$ cat config.mk
export PLATFORM = sky130hd
export DESIGN_NAME = puf_response_collector_flat
export DESIGN_NICKNAME = d
export VERILOG_FILES = /design/src/rtl/puf_response_collector_if.sv /design/src/rtl/puf_response_collector.sv /design/src/flat_wrapper.sv
export SDC_FILE = /design/constraint.sdc
export NUM_CORES = 1
export LEC_CHECK = 0
export CAP_MARGIN = 40
export CORE_MARGIN = 2
export CORE_UTILIZATION = 40
export CTS_CLUSTER_SIZE = 20
export DETAILED_ROUTE_END_ITERATION = 10
export GPL_ROUTABILITY_DRIVEN = 1
export PLACE_DENSITY_LB_ADDON = 0.08
export RECOVER_POWER = 100
export REMOVE_ABC_BUFFERS = 1
export SETUP_SLACK_MARGIN = 0.5
export SYNTH_ARGS = -nofsm -noshare
export SYNTH_HDL_FRONTEND = slang
export SYNTH_SLANG_ARGS = --single-unit
$ cat constraint.sdc
create_clock -name clk -period 3.2 [get_ports clk]
set_clock_uncertainty 0.2 [all_clocks]
set_input_delay 0.32 -clock clk [delete_from_list [all_inputs] [get_ports clk]]
set_output_delay 0.32 -clock clk [all_outputs]
set_load 0.1 [all_outputs]
$ cat src/rtl/puf_response_collector_if.sv
// Counter-side bundle of the PUF response collector: the collector drives
// the reset/enable/pair-select of the two post-mux counters and reads back
// their counts and finished flags.
interface puf_response_collector_if #(
   parameter int N_BITS = 8,
   parameter int CNT_W  = 8
);
   logic                      cnt_reset;
   logic                      cnt_enable;
   logic [$clog2(N_BITS)-1:0] pair_idx;
   logic [CNT_W-1:0]          cnt_a_out;
   logic                      cnt_a_fin;
   logic [CNT_W-1:0]          cnt_b_out;
   logic                      cnt_b_fin;

   modport master (
      output cnt_reset, cnt_enable, pair_idx,
      input  cnt_a_out, cnt_a_fin, cnt_b_out, cnt_b_fin
   );

   modport slave (
      input  cnt_reset, cnt_enable, pair_idx,
      output cnt_a_out, cnt_a_fin, cnt_b_out, cnt_b_fin
   );
endinterface

$ cat src/rtl/puf_response_collector.sv
// PUF response collector: measures N_BITS oscillator pairs one after the
// other through a shared pair of post-mux counters and builds one response
// bit per pair from an unsigned comparison of the two counts.
module puf_response_collector #(
   parameter int N_BITS  = 8,
   parameter int CNT_W   = 8,
   parameter int TIMEOUT = 1023
) (
   input  logic                     clk,
   input  logic                     reset,
   input  logic                     start,
   output logic                     busy,
   output logic                     done,
   output logic                     timeout_err,
   output logic [N_BITS-1:0]        response,
   output logic [$clog2(N_BITS):0]  tie_count,
   puf_response_collector_if.master cnt
);

   localparam int IDX_W = $clog2(N_BITS);
   localparam int TMO_W = $clog2(TIMEOUT + 1);

   typedef enum logic [2:0] {
      IDLE,
      CLEAR,
      RUN,
      COMPARE,
      DONE
   } state_t;

   state_t           state;
   state_t           state_next;
   logic [IDX_W-1:0] pair_idx;
   logic [CNT_W-1:0] latch_a;
   logic [CNT_W-1:0] latch_b;
   logic             seen_a;
   logic             seen_b;
   logic             in_reset;
   logic [TMO_W-1:0] tmo_cnt;
   logic             both_fin;
   logic             tmo_hit;
   logic             last_pair;

   // A flag counts as finished if it was latched earlier or is high right now,
   // so simultaneous flags are accepted in the same RUN cycle.
   always_comb begin
      both_fin  = (seen_a | cnt.cnt_a_fin) & (seen_b | cnt.cnt_b_fin);
      tmo_hit   = (tmo_cnt == TMO_W'(TIMEOUT));
      last_pair = (pair_idx == IDX_W'(N_BITS - 1));
   end

   // State register.
   always_ff @(posedge clk) begin
      if (!reset) state <= IDLE;
      else        state <= state_next;
   end

   // Next-state decode and state-driven outputs; counters stay in reset while our own reset is active.
   always_comb begin
      state_next     = state;
      cnt.cnt_reset  = in_reset;
      cnt.cnt_enable = 1'b0;
      cnt.pair_idx   = pair_idx;
      busy           = (state != IDLE);
      done           = 1'b0;
      case (state)
         IDLE: begin
            if (start) state_next = CLEAR;
         end
         CLEAR: begin
            cnt.cnt_reset = 1'b1;
            state_next    = RUN;
         end
         RUN: begin
            cnt.cnt_enable = 1'b1;
            if (both_fin)     state_next = COMPARE;
            else if (tmo_hit) state_next = DONE;
         end
         COMPARE: begin
            state_next = last_pair ? DONE : CLEAR;
         end
         DONE: begin
            done       = 1'b1;
            state_next = IDLE;
         end
         default: state_next = IDLE;
      endcase
   end

   // Datapath: per-run results, pair index, first-seen count latches and the RUN timeout counter.
   always_ff @(posedge clk) begin
      if (!reset) begin
         in_reset    <= 1'b1;
         pair_idx    <= '0;
         response    <= '0;
         tie_count   <= '0;
         timeout_err <= 1'b0;
         latch_a     <= '0;
         latch_b     <= '0;
         seen_a      <= 1'b0;
         seen_b      <= 1'b0;
         tmo_cnt     <= '0;
      end else begin
         in_reset <= 1'b0;
         case (state)
            IDLE: begin
               if (start) begin
                  pair_idx    <= '0;
                  response    <= '0;
                  tie_count   <= '0;
                  timeout_err <= 1'b0;
               end
            end
            CLEAR: begin
               seen_a  <= 1'b0;
               seen_b  <= 1'b0;
               tmo_cnt <= '0;
            end
            RUN: begin
               tmo_cnt <= tmo_cnt + 1'b1;
               if (!seen_a && cnt.cnt_a_fin) begin
                  latch_a <= cnt.cnt_a_out;
                  seen_a  <= 1'b1;
               end
               if (!seen_b && cnt.cnt_b_fin) begin
                  latch_b <= cnt.cnt_b_out;
                  seen_b  <= 1'b1;
               end
               if (!both_fin && tmo_hit) timeout_err <= 1'b1;
            end
            COMPARE: begin
               response[pair_idx] <= (latch_a > latch_b);
               if (latch_a == latch_b) tie_count <= tie_count + 1'b1;
               if (!last_pair) pair_idx <= pair_idx + 1'b1;
            end
            default: ;
         endcase
      end
   end

endmodule
$ cat src/flat_wrapper.sv
// flat-port wrapper written by rule: the top's interface ports become plain ports
module puf_response_collector_flat 
#(
   parameter int N_BITS  = 8,
   parameter int CNT_W   = 8,
   parameter int TIMEOUT = 1023
)
  (clk, reset, start, busy, done, timeout_err, response, tie_count, cnt_cnt_reset, cnt_cnt_enable, cnt_pair_idx, cnt_cnt_a_out, cnt_cnt_a_fin, cnt_cnt_b_out, cnt_cnt_b_fin);
  puf_response_collector_if #(.N_BITS(N_BITS), .CNT_W(CNT_W)) cnt_i ();
  input  logic clk;
  input  logic reset;
  input  logic start;
  output logic busy;
  output logic done;
  output logic timeout_err;
  output logic [N_BITS-1:0] response;
  output logic [$clog2(N_BITS):0] tie_count;
  output wire logic [$bits(cnt_i.cnt_reset)-1:0] cnt_cnt_reset;
  output wire logic [$bits(cnt_i.cnt_enable)-1:0] cnt_cnt_enable;
  output wire logic [$bits(cnt_i.pair_idx)-1:0] cnt_pair_idx;
  input wire logic [$bits(cnt_i.cnt_a_out)-1:0] cnt_cnt_a_out;
  input wire logic [$bits(cnt_i.cnt_a_fin)-1:0] cnt_cnt_a_fin;
  input wire logic [$bits(cnt_i.cnt_b_out)-1:0] cnt_cnt_b_out;
  input wire logic [$bits(cnt_i.cnt_b_fin)-1:0] cnt_cnt_b_fin;
  assign cnt_cnt_reset = cnt_i.cnt_reset;
  assign cnt_cnt_enable = cnt_i.cnt_enable;
  assign cnt_pair_idx = cnt_i.pair_idx;
  assign cnt_i.cnt_a_out = cnt_cnt_a_out;
  assign cnt_i.cnt_a_fin = cnt_cnt_a_fin;
  assign cnt_i.cnt_b_out = cnt_cnt_b_out;
  assign cnt_i.cnt_b_fin = cnt_cnt_b_fin;
  puf_response_collector #(.N_BITS(N_BITS), .CNT_W(CNT_W), .TIMEOUT(TIMEOUT)) u_core (.clk(clk), .reset(reset), .start(start), .busy(busy), .done(done), .timeout_err(timeout_err), .response(response), .tie_count(tie_count), .cnt(cnt_i));
endmodule
### Yosys cells after proc, flatten, opt, wreduce, memory -nomap -nowiden

Index checks and enable logic that the tools add are counted.

* register bits: 48
* input port bits: 21
* output and inout bits: 20

* add/sub/neg operators: 3
* magnitude comparators: 3
* equal/unequal tests: 14
* multiplexer cells: 28
* bitwise logic cells: 3
* reductions and logical operators: 21

Operators with widths (count)
* 10-bit case mux with 2 select lines: 1
* 3-bit two-way mux: 6
* 8-bit case mux with 2 select lines: 1
* 3-bit case mux with 4 select lines: 1
* 2-bit AND reduction: 6
* 10-bit by 1-bit adder with 10-bit output, second input constant: 1
* 10-bit equality test, second input constant: 1
* 1-bit two-way mux: 9
* 3-bit AND reduction: 3
* 8-bit bitwise mux: 1
* 8-bit equality test: 1
* 8-bit greater-than comparator: 1
* 4-bit two-way mux: 2
* 8-bit two-way mux: 1
* 2-bit by 1-bit != test with 1-bit output, second input constant: 4
* 4-bit case mux with 2 select lines: 1
* 3-bit by 2-bit equality test with 1-bit output, second input constant: 2
* 3-bit equality test, second input constant: 2
* 1-bit case mux with 2 select lines: 3
* 3-bit case mux with 2 select lines: 1
* 2-bit nonzero test: 3
* 4-bit by 1-bit adder with 4-bit output, second input constant: 1
* 1-bit logical AND: 4
* 3-bit by 4-bit less-than comparator with 1-bit output, second input constant: 1
* 11 further kinds: 15

### Longest topological paths before layout

* depth in word-level cells: 6
* mapped depth: 7
* mapped depth without buffers: 7

### Worst setup path before layout

OpenSTA, ideal clock, no wires.

* path type: flip-flop to output port
* start: register u_core.state[0]
* end: output port done
* data arrival time: 2.718 ns
* data required time: 2.680 ns
* slack: -0.038 ns
* stages on the path, launching flop included: 3
* path buffers: 1
* cells stage by stage: dfxtp_1 clkbuf_1 nor3b_1

* cells in the longest elaborated chain, start to end: 2

Ends and longest elaborated chain
* start, declared: RTL line puf_response_collector.sv:31 `state_t state;`
* start signal, assigned: RTL line puf_response_collector.sv:55 `else state <= state_next;`
* 3-bit equality test: RTL line puf_response_collector.sv:66 `case (state)`
* 1-bit two-way mux: RTL line puf_response_collector.sv:66
* end, declared: RTL line flat_wrapper.sv:14 `output logic done;`

Every way passes these cells.

### Worst setup path in the final report

* start: register u_core.state[1]
* end: register u_core.latch_b[6]

* cells in the longest elaborated chain, start to end: 2

Ends and longest elaborated chain
* 3-bit by 2-bit equality test with 1-bit output: RTL line puf_response_collector.sv:105 `case (state)`
* 2-bit AND reduction (no line)
* end signal, assigned: RTL line puf_response_collector.sv:126 `latch_b <= cnt.cnt_b_out;`
* end, declared: RTL line puf_response_collector.sv:35 `logic [CNT_W-1:0] latch_b;`

Every way passes these cells.
A chain may end at the register's enable or synchronous reset.

==> impl_metrics.toml <==
[die]
die-area_um2 = 6150
dieWidth_um = 78.5
num_rows = 27
initial_core_util_pct = 40.8
coreArea_um2 = 5440
io_pins = 41
die_h_um = 78.5

[cts]
cts.sinks = 48
cts_setup_buffers = 0
clockBufferDepth = 2
cts_buffers = 5
ctsHoldBuffers = 0
path_clk_slew_ns = 0.09
insertion_delay_ns = 0.30
cts_resized = 0
cts_tree = "built"
h-tree-depth = 2
cts-root-buf = "clkbuf_8"

[logic_synthesis]
netlist_instances = 244
ys_top_cells_by_area = "dfxtp_1, mux2i_1, ha_1"
yosysMostFrequentCell = "dfxtp_1"
async_flop_share_pct = 0
ys_ff_latch = 48
syn-cell-area_um2 = 2220
synth.distinct_cells = 44
yosysTopAreaCellShare_pct = 43.3
ys_warn_count = 0
ys_seq_area_share_pct = 43.3
synth_top_area_cell = "dfxtp_1"
synth_common_cells = "dfxtp_1, nor2_1, mux2i_1"
syn_avg_cell_area_um2 = 9.09
synth-main-ff-cell = "dfxtp_1"
synth-edff-count = 0

[power]
p_seq_share_pct = 48.9
internal_power_uw = 889
power.switching_uw = 414
finalPower_mw = 1.30
p_comb_share_pct = 21.8
powerDensity_nw_per_um2 = 491
pwr-share-clk_pct = 29.3
p_leak_nw = 1.06
peakVddDrop_mv = 0.234
switching_share_pct = 31.8

[global_routing]
grt_max_degree = 35
grt_usage_pct = 15.9
grt_overflow = 0
grt_pass1_wl_um = 7770
grt_pass1_vias = 1640
grt_antenna_before_repair = 0

[critical_path]
reg2reg_to = "u_core.latch_b[6]$_SDFFE_PN0P_"
cp_max_fo = 11
crit-reg2reg-launch = "u_core.state[1]$_SDFFE_PN0P_"
critPathCapture = "u_core.latch_b[6]$_SDFFE_PN0P_"
startpoint = "u_core.state[1]$_SDFFE_PN0P_"
critPathKind = "reg2reg"
critical_path.max_stage_delay_ns = 0.57
rrSetupSlack_ns = 0.76
ff2ff_path_depth = 5
endpoint_kind = "register"
path_cells = "nor3b_1, clkbuf_1, nand3b_1, mux2i_1, nor2_1"
critPathSlowestCell = "nand3b_1"
start_kind = "register"
cp.arrival_ns = 2.37
cp_data_required_time_ns = 3.14

[sta]
rsz0062_at_grt = "false"
finalCritPeriodShare_pct = 76.2
final-max-slew-violation-count = 35
setup_violations = 0
period_minus_slack_ns = 2.44
finalHoldViolCount = 0
tightest_slew_ns = 1.56
relSlewSlack_pct = -4.23
clock.fmax_ghz = 0.410

[finish]
layout.nets = 316
insertedDiodeCount = 0
syn_to_final_growth_pct = 19.6
drive_above_1_share_pct = 4.58
final_cell_area_um2 = 2650

[detailed_routing]
wirelength_um = 4540
drc = 0
first_pass_iters = 4
wl_per_cell_um = 12.8
drtIter0Drc = 94
drtAntennaViolNets = 0
viasPerCell = 5.15
vias = 1835

[outcome]
violations = "capacitance limit, slew limit"
outcome = "finished, violations left"

[job]
max-cap-violations = 1

[place]
hpwl_um = 3220
place.gp.congestion = 0.729
place_area_um2 = 2640
io_buffers = 40

[hold_path]
hold_path.class = "reg2reg"
## cells in the final DEF (no fill, tap or decap), types with 3 or more instances in the layout
master | Yosys | routed
nor2_1 | 35 | 35
clkbuf_1 | 6 | 21
nand2b_1 | 4 | 4
or3_1 | 4 | 4
o41ai_1 | 4 | 5
a22oi_1 | 3 | 3
o31ai_1 | 4 | 4
nor3_1 | 4 | 4
a21oi_1 | 11 | 11
nand2_1 | 18 | 18
nand4_1 | 5 | 5
nand3_1 | 9 | 9
mux2i_1 | 19 | 19
nor2b_1 | 3 | 3
clkbuf_8 | 0 | 6
nand3b_1 | 3 | 3
dfxtp_1 | 48 | 48
clkdlybuf4s50_1 | 0 | 18
nor3b_1 | 3 | 3
o211ai_1 | 5 | 5
or2_0 | 3 | 3
ha_1 | 12 | 12
inv_1 | 9 | 9
## power by group through the flow
| stage | Combinational (mW) | Clock (mW) | Sequential (mW) |
|---|---|---|---|
| finish | 0.284 | 0.381 | 0.638 |
| floorplan | 0.191 | 0 | 0.666 |
| global route | 0.309 | 0.424 | 0.642 |
| global placement | 0.297 | 0 | 0.651 |
| CTS | 0.298 | 0.396 | 0.637 |
| detailed placement | 0.297 | 0 | 0.652 |
## worst max-delay path, delay by kind of cell, from the launching register on
family / cells / cell delay (ns)
buf+inv: 1 / 0.46
flops: 1 / 0.47
simple gates: 3 / 0.83
mux: 1 / 0.31
## how the worst min path moves through the flow
stage                                    start                         endpoint  slack, ns  depth (start not counted)
2_1_floorplan   u_core.tmo_cnt[9]$_SDFFE_PN0P_   u_core.tmo_cnt[9]$_SDFFE_PN0P_       0.24                          1
3_3_place_gp   u_core.response[6]$_SDFFE_PN0P_  u_core.response[6]$_SDFFE_PN0P_       0.25                          2
3_5_place_dp   u_core.response[6]$_SDFFE_PN0P_  u_core.response[6]$_SDFFE_PN0P_       0.26                          2
4_1_cts        u_core.response[6]$_SDFFE_PN0P_  u_core.response[6]$_SDFFE_PN0P_       0.27                          2
5_1_grt             u_core.seen_a$_SDFFE_PN0P_       u_core.seen_a$_SDFFE_PN0P_       0.30                          2
6_report       u_core.response[6]$_SDFFE_PN0P_  u_core.response[6]$_SDFFE_PN0P_       0.27                          2
## flip-flops by register name, indices dropped and copies added (netlist names)
| register | cells |
|---|---|
| u_core.tie_count | 4 |
| u_core.response | 8 |
| u_core.latch_b | 8 |
| u_core.state | 3 |
| u_core.seen_b | 1 |
| u_core.in_reset | 1 |
| u_core.seen_a | 1 |
| u_core.latch_a | 8 |
| u_core.timeout_err | 1 |
| u_core.cnt.pair_idx | 3 |
| u_core.tmo_cnt | 10 |
## kinds of logic after synthesis
family	count (synthesis)	share of synthesized area, %
flip-flops	48	43.3
adder cells (fa/ha/maj)	12	6.77
AO/OA/AOI/OAI	41	13.3
multiplexers	21	9.59
buffers and inverters	20	3.61
AND/OR/NAND/NOR	100	22.6
XOR/XNOR	2	0.790
## cell type report
| type | count | area, µm² |
|---|---|---|
| fill | 569 | 2790 |
| multi-input combinational | 176 | 1170 |
| sequential | 48 | 961 |
| timing repair buffer | 42 | 300 |
| tap | 72 | 90.1 |
| clock buffer | 7 | 86.3 |
| inverter | 10 | 37.5 |
| clock inverter | 1 | 7.51 |
## metal layers
metal  wire length (µm)  GRT usage [%]  vias to the layer above
met4                 55           5.79                        0
met5                  0              0                        -
met2               2050           25.0                       25
met1               2290           21.3                      852
li1                   -              -                      953
met3                151           3.79                        5
## metrics by stage
stage	hold WS [ns]	utilization, %	std cells	setup WS (ns)	setup TNS [ns]
5_1_grt	0.296	48.7	356	0.506	0
3_3_place_gp	0.248	48.6	348	0.744	0
6_report	0.265	48.7	356	0.762	0
4_1_cts	0.271	50.3	356	0.948	0
2_1_floorplan	0.243	-	234	-1.65	-41.63
3_5_place_dp	0.258	48.6	348	0.742	0
No activity file was read; power rests on OpenSTA's default activity.
